`config.mk`:
```
export PLATFORM = sky130hd
export DESIGN_NAME = dispatch_queue
export DESIGN_NICKNAME = d
export VERILOG_FILES = /design/src/rtl/dispatch_queue.sv
export SDC_FILE = /design/constraint.sdc
export NUM_CORES = 2
export LEC_CHECK = 0
export ABC_CLOCK_PERIOD_IN_PS = 6560
export CORE_AREA = 2 2 336 338
export CTS_CLUSTER_DIAMETER = 30
export CTS_CLUSTER_SIZE = 40
export DETAILED_ROUTE_END_ITERATION = 8
export DIE_AREA = 0 0 338 340
export GPL_TIMING_DRIVEN = 0
export SLEW_MARGIN = 20
export SYNTH_ARGS = -nofsm -noshare
export SYNTH_HDL_FRONTEND = slang
export SYNTH_SLANG_ARGS = --single-unit
```
`constraint.sdc`:
```
create_clock -name clock -period 6.56 [get_ports clock]
set_input_delay 1.64 -clock clock [delete_from_list [all_inputs] [get_ports clock]]
set_output_delay 1.64 -clock clock [all_outputs]
set_load 0.01 [all_outputs]
```
`src/rtl/dispatch_queue.sv`:
```
// Multi-lane in-order dispatch queue: decodes fetch groups into a circular buffer
// and issues up to DISPATCH_WIDTH packets per cycle, gated by ROB/RS free counts.
package dispatch_pkg;
  localparam logic [4:0] ZERO_REG = 5'd0;

  typedef enum logic [2:0] {
    FU_ALU    = 3'd0,
    FU_MULT   = 3'd1,
    FU_LOAD   = 3'd2,
    FU_STORE  = 3'd3,
    FU_BRANCH = 3'd4
  } FUNC_TYPE;

  typedef struct packed {
    logic [6:0] funct7;
    logic [4:0] rs2;
    logic [4:0] rs1;
    logic [2:0] funct3;
    logic [4:0] rd;
    logic [6:0] opcode;
  } R_TYPE;

  typedef union packed {
    logic [31:0] raw;
    R_TYPE       r;
  } INST;

  typedef struct packed {
    logic        valid;
    INST         inst;
    logic [31:0] pc;
  } IF_ID_PACKET;

  typedef struct packed {
    logic        valid;
    INST         inst;
    logic [31:0] pc;
    FUNC_TYPE    function_type;
    logic        has_dest;
    logic [4:0]  dest_reg_idx;
    logic        halt;
    logic        illegal;
  } ID_IS_PACKET;
endpackage

module decoder
  import dispatch_pkg::*;
(
  input  INST      inst,
  output FUNC_TYPE function_type,
  output logic     has_dest,
  output logic     halt,
  output logic     illegal
);
  // Classify an instruction by its major opcode.
  always_comb begin
    function_type = FU_ALU;
    has_dest      = 1'b0;
    halt          = 1'b0;
    illegal       = 1'b0;
    case (inst.r.opcode)
      7'b0110011: begin
        has_dest      = 1'b1;
        function_type = (inst.r.funct7 == 7'b0000001) ? FU_MULT : FU_ALU;
      end
      7'b0010011, 7'b0110111, 7'b0010111: has_dest = 1'b1;
      7'b0000011: begin
        has_dest      = 1'b1;
        function_type = FU_LOAD;
      end
      7'b0100011: function_type = FU_STORE;
      7'b1100011: function_type = FU_BRANCH;
      7'b1101111, 7'b1100111: begin
        has_dest      = 1'b1;
        function_type = FU_BRANCH;
      end
      7'b1110011: halt = 1'b1;
      default:    illegal = 1'b1;
    endcase
  end
endmodule

module dispatch_queue
  import dispatch_pkg::*;
#(
  parameter int FETCH_WIDTH    = 2,
  parameter int DISPATCH_WIDTH = 2,
  parameter int DEPTH          = 8,
  parameter int CNT_W          = 4
) (
  input  logic                     clock,
  input  logic                     reset,
  input  logic                     flush,
  input  IF_ID_PACKET              if_id_packet [FETCH_WIDTH],
  output logic                     in_ready,
  input  logic [CNT_W-1:0]         rob_free,
  input  logic [CNT_W-1:0]         alu_free,
  input  logic [CNT_W-1:0]         mult_free,
  input  logic [CNT_W-1:0]         load_free,
  input  logic [CNT_W-1:0]         store_free,
  input  logic [CNT_W-1:0]         branch_free,
  output ID_IS_PACKET              id_packet [DISPATCH_WIDTH],
  output logic [$clog2(DEPTH):0]   queue_count,
  output logic                     halted
);
  localparam int PTR_W = $clog2(DEPTH);
  localparam int CNT_Q = PTR_W + 1;

  ID_IS_PACKET      queue_r [DEPTH];
  logic [PTR_W-1:0] head_r;
  logic [PTR_W-1:0] tail_r;
  logic [CNT_Q-1:0] count_r;
  logic             halted_r;

  FUNC_TYPE    dec_ft_s   [FETCH_WIDTH];
  logic        dec_dest_s [FETCH_WIDTH];
  logic        dec_halt_s [FETCH_WIDTH];
  logic        dec_ill_s  [FETCH_WIDTH];
  ID_IS_PACKET dec_s      [FETCH_WIDTH];

  logic             in_ready_s;
  logic [PTR_W-1:0] enq_off_s [FETCH_WIDTH];
  logic [CNT_Q-1:0] enq_cnt_s;
  logic [CNT_Q-1:0] enq_num_s;

  ID_IS_PACKET      win_s [DISPATCH_WIDTH];
  logic [CNT_W:0]   cls_cnt_s;
  logic [CNT_W-1:0] fr_s;
  logic             chain_s;
  logic             block_s;
  logic             ok_s;
  logic [CNT_Q-1:0] deq_num_s;
  logic             halt_disp_s;

  for (genvar g = 0; g < FETCH_WIDTH; g++) begin : g_dec
    decoder u_decoder (
      .inst          (if_id_packet[g].inst),
      .function_type (dec_ft_s[g]),
      .has_dest      (dec_dest_s[g]),
      .halt          (dec_halt_s[g]),
      .illegal       (dec_ill_s[g])
    );
  end

  // Build decoded entries and their compacted write offsets.
  always_comb begin
    in_ready_s = ((CNT_Q'(DEPTH) - count_r) >= CNT_Q'(FETCH_WIDTH)) & ~halted_r & ~flush;
    enq_cnt_s  = '0;
    for (int i = 0; i < FETCH_WIDTH; i++) begin
      dec_s[i].valid         = if_id_packet[i].valid;
      dec_s[i].inst          = if_id_packet[i].inst;
      dec_s[i].pc            = if_id_packet[i].pc;
      dec_s[i].function_type = dec_ft_s[i];
      dec_s[i].has_dest      = dec_dest_s[i];
      dec_s[i].dest_reg_idx  = dec_dest_s[i] ? if_id_packet[i].inst.r.rd : ZERO_REG;
      dec_s[i].halt          = dec_halt_s[i];
      dec_s[i].illegal       = dec_ill_s[i];
      enq_off_s[i]           = enq_cnt_s[PTR_W-1:0];
      enq_cnt_s              = enq_cnt_s + CNT_Q'(if_id_packet[i].valid);
    end
    enq_num_s = in_ready_s ? enq_cnt_s : '0;
  end

  // In-order dispatch window; a class check counts same-class entries in lanes 0..j.
  always_comb begin
    chain_s     = 1'b1;
    block_s     = 1'b0;
    deq_num_s   = '0;
    halt_disp_s = 1'b0;
    cls_cnt_s   = '0;
    fr_s        = '0;
    ok_s        = 1'b0;
    for (int j = 0; j < DISPATCH_WIDTH; j++) begin
      win_s[j] = queue_r[head_r + PTR_W'(j)];
    end
    for (int j = 0; j < DISPATCH_WIDTH; j++) begin
      cls_cnt_s = '0;
      for (int k = 0; k <= j; k++) begin
        cls_cnt_s = cls_cnt_s + (CNT_W+1)'(~win_s[k].halt & ~win_s[k].illegal &
                                           (win_s[k].function_type == win_s[j].function_type));
      end
      case (win_s[j].function_type)
        FU_ALU:    fr_s = alu_free;
        FU_MULT:   fr_s = mult_free;
        FU_LOAD:   fr_s = load_free;
        FU_STORE:  fr_s = store_free;
        FU_BRANCH: fr_s = branch_free;
        default:   fr_s = '0;
      endcase
      ok_s = chain_s & (CNT_Q'(j) < count_r) & (CNT_W'(j) < rob_free) &
             (win_s[j].halt | win_s[j].illegal | (cls_cnt_s <= {1'b0, fr_s})) &
             ~halted_r & ~flush & ~block_s;
      id_packet[j]       = win_s[j];
      id_packet[j].valid = ok_s;
      halt_disp_s        = halt_disp_s | (ok_s & (win_s[j].halt | win_s[j].illegal));
      deq_num_s          = deq_num_s + CNT_Q'(ok_s);
      chain_s            = ok_s;
      block_s            = block_s | win_s[j].halt | win_s[j].illegal;
    end
  end

  // Queue storage, pointers, occupancy and sticky halt.
  always_ff @(posedge clock or negedge reset) begin
    if (!reset) begin
      head_r   <= '0;
      tail_r   <= '0;
      count_r  <= '0;
      halted_r <= 1'b0;
      for (int i = 0; i < DEPTH; i++) begin
        queue_r[i] <= '0;
      end
    end else if (flush) begin
      head_r   <= '0;
      tail_r   <= '0;
      count_r  <= '0;
      halted_r <= 1'b0;
    end else begin
      for (int i = 0; i < FETCH_WIDTH; i++) begin
        if (in_ready_s && if_id_packet[i].valid) begin
          queue_r[tail_r + enq_off_s[i]] <= dec_s[i];
        end
      end
      tail_r  <= tail_r + enq_num_s[PTR_W-1:0];
      head_r  <= head_r + deq_num_s[PTR_W-1:0];
      count_r <= count_r + enq_num_s - deq_num_s;
      if (halt_disp_s) begin
        halted_r <= 1'b1;
      end
    end
  end

  assign in_ready    = in_ready_s;
  assign queue_count = count_r;
  assign halted      = halted_r;
endmodule

```
==> results.toml <==
[logic_synthesis]
synthCells = 3469
synth-seq-cells = 611
syn_area_per_cell_um2 = 11.14
async_reset_ff_frac = 1.000
yosysWarnings = 0
netlist.area_leader.share = 0.3957
synth_top_area_cell = "dfrtp_1"
synth_ff_type = "dfrtp_1"
post_synth_main_area_contributors = "dfrtp_1 40%, mux4_2 17%, mux2i_1 17%"
synth.distinct_cells = 56
synthTopCellsByCount = "656 x mux2i_1, 611 x dfrtp_1, 458 x a21oi_1, 416 x nor2_1, 298 x mux4_2"
synth-seq-area-share = 0.3957
syn_nets = 3648
yosysMostFrequentCell = "mux2i_1"
netlist_area_um2 = 38640
synth_edf_count = 0

[global_route]
overflow = 0
grt_max_degree = 92
grt_pass1_vias = 32230
grt_pass1_wl_um = 223500
grt_usage = 0.2643
antenna_found_initial = 28

[timing]
slew-limit-headroom = 0.2483
tns_ns = 0
fmax_mhz = 155.3
finalClockSkew_ns = 0.02717
tightest_slew_ns = 1.128
setup_viol = 0
holdWs_ns = 0.5895
period_minus_slack_ns = 6.440
slew_violations = 0
finalWorstSetupSlack_ns = 0.1198
fin_crit_sh = 0.9817
rsz0062_at_grt = "false"
hold_viol = 0

[route]
firstDrtPassIters = 5
wl_per_cell_um = 28.11
drt-initial-drc-count = 3511
ant_nets = 0
viasPerCell = 5.823
routed_wl_um = 153600
via_count = 31820
drc = 0

[critical_path]
cp.required_ns = 4.92
slowest_delay_ns = 0.77
end_kind = "output port"
cp_max_fo = 10
path_cells = "buf_2 -> buf_6 -> buf_6 -> buf_2 -> clkbuf_1 -> buf_2 -> mux4_2 -> mux2_2 -> clkdlybuf4s50_1"
cp.arrival_ns = 4.80
cp_slowest_cell = "clkbuf_1"
crit_type = "register to output port"
path_common_cell = "buf_2"
cp-start-kind = "register"

[clock_network]
cts_tree = "done"
htree_levels = 4
cts.path.max_buffers = 3
cts-root-buf = "clkbuf_16"
path_clk_slew_ns = 0.05
numCtsBuffers = 150
clock_latency_ns = 0.74
cts.sink_count = 611
hold_buffers = 0

[floorplan]
die_h_um = 340
start_util = 0.3463
ioPinCount = 315
dieArea_um2 = 114900
core_area_um2 = 111600
rows = 123
die_w_um = 338

[placed_design]
post-dp-hpwl_um = 103700
gp_congestion = 0.8916
io_buffers = 196
dp_slack_ns = 0.1137
post_dp_cell_area_um2 = 42730

[cells_and_area]
area_growth_pct = 24.81
fin_nets = 4010
drive_gt1_frac = 0.2446
finalInstanceArea_um2 = 48230

[power_and_ir_drop]
ir_drop_uv = 313.6
power_leakage_nw = 21.78
clkPwrFrac = 0.346
power_frac_comb = 0.397
power.density_nw_per_um2 = 475.3
p_int_mw = 15.20
sequentialPowerShare = 0.258
swShare = 0.3369
power.switching_mw = 7.721

[hold_path]
hp-class = "register to register"

[status]
outcome = "completed"

[run]
drv_cap = 0
routing by layer:
layer | vias up | track usage | routed length (µm)
met1 | 16340 | 0.3455 | 61310
li1 | 13400 | - | -
met2 | 1720 | 0.4058 | 70610
met5 | - | 0 | 93
met4 | 16 | 0.1012 | 5549
met3 | 342 | 0.08694 | 16020
critical path, delay by kind of cell, from the launching register on:
| kind | cells | cell delay [ns] |
|---|---|---|
| buffers and inverters | 7 | 3.02 |
| flip-flops | 1 | 0.37 |
| multiplexers | 2 | 0.62 |
kinds of logic (layout without fill, tap and decap cells):
kind of cell,after synthesis,in the layout,share of synthesized area
other cells,0,14,0
mux,1099,1099,0.3859
buf+inv,449,930,0.05634
fa+ha+maj,22,22,0.007901
flops,611,611,0.3957
compound gates,627,627,0.08397
simple gates,651,651,0.06794
xor+xnor,10,10,0.002267
state kept, by name, summed over array words and instances (netlist names):
signal       cells
queue_r        600
halted           1
tail_r           3
head_r           3
queue_count      4
area by class of cell:
type | count | area, µm²
Antenna cell | 14 | 35.03
Tap cell | 1500 | 1877
Clock buffer | 190 | 4202
Fill cell | 10550 | 63350
Buffer | 424 | 2123
Timing Repair Buffer | 210 | 2228
Clock inverter | 81 | 1135
Inverter | 25 | 93.84
Multi-Input combinational cell | 2409 | 21240
Sequential cell | 611 | 15290
power by group through the flow:
stage | Sequential [mW] | Clock (mW) | Combinational (mW)
floorplan | 5.57 | 0 | 5.54
global placement | 5.84 | 0 | 8.92
detailed placement | 5.90 | 0 | 9.03
finish | 5.91 | 7.92 | 9.09
CTS | 5.86 | 7.94 | 9.10
global route | 6.04 | 8.15 | 9.68
stage by stage:
step | power [mW] | std cells | util
3_5_place_dp | 14.93 | 5175 | 0.3830
6_report | 22.92 | 5464 | 0.4322
2_1_floorplan | 11.11 | 3469 | -
4_1_cts | 22.90 | 5447 | 0.4314
3_3_place_gp | 14.76 | 5165 | 0.3807
5_1_grt | 23.87 | 5454 | 0.4320
path summary, 6_finish.rpt:
path | startpoint | to | slack, ns | cells past startpoint
worst min register to register | queue_r[9]$_DFFE_PN0N_ | queue_r[9]$_DFFE_PN0N_ | 0.59 | 2
worst min-delay path | queue_r[9]$_DFFE_PN0N_ | queue_r[9]$_DFFE_PN0N_ | 0.59 | 2
worst max register to register | head_r[0]$_DFF_PN0_ | queue_count[3]$_DFF_PN0_ | 1.35 | 23
worst max-delay path | head_r[0]$_DFF_PN0_ | id_packet[42] | 0.12 | 9
min in group asynchronous | reset | queue_r[512]$_DFFE_PN0N_ | 0.81 | 1
max in group asynchronous | reset | queue_r[553]$_DFFE_PN0N_ | 4.09 | 4
layout by cell type, fill, tap and decap left out, drive strengths merged, types with 14 or more instances in the layout:
cell type,synthesis,final
nand2,161,161
buf,245,259
clkbuf,179,370
bufinv,0,24
o21ai,142,142
clkdlybuf4s50,0,195
mux4,298,298
a21oi,458,458
nand3,15,15
ha,18,18
mux2,145,145
inv,25,34
mux2i,656,656
clkinv,0,37
nor2,416,416
dfrtp,611,611
diode,0,14
what timing repair did:
item | 4_1_cts | 5_1_grt
pin swaps | 1 | 2
setup endpoints to repair | 15 | 1
gates resized for setup | 13 | 9
buffers inserted | 1 | 3
No activity file was read; power rests on OpenSTA's default activity.
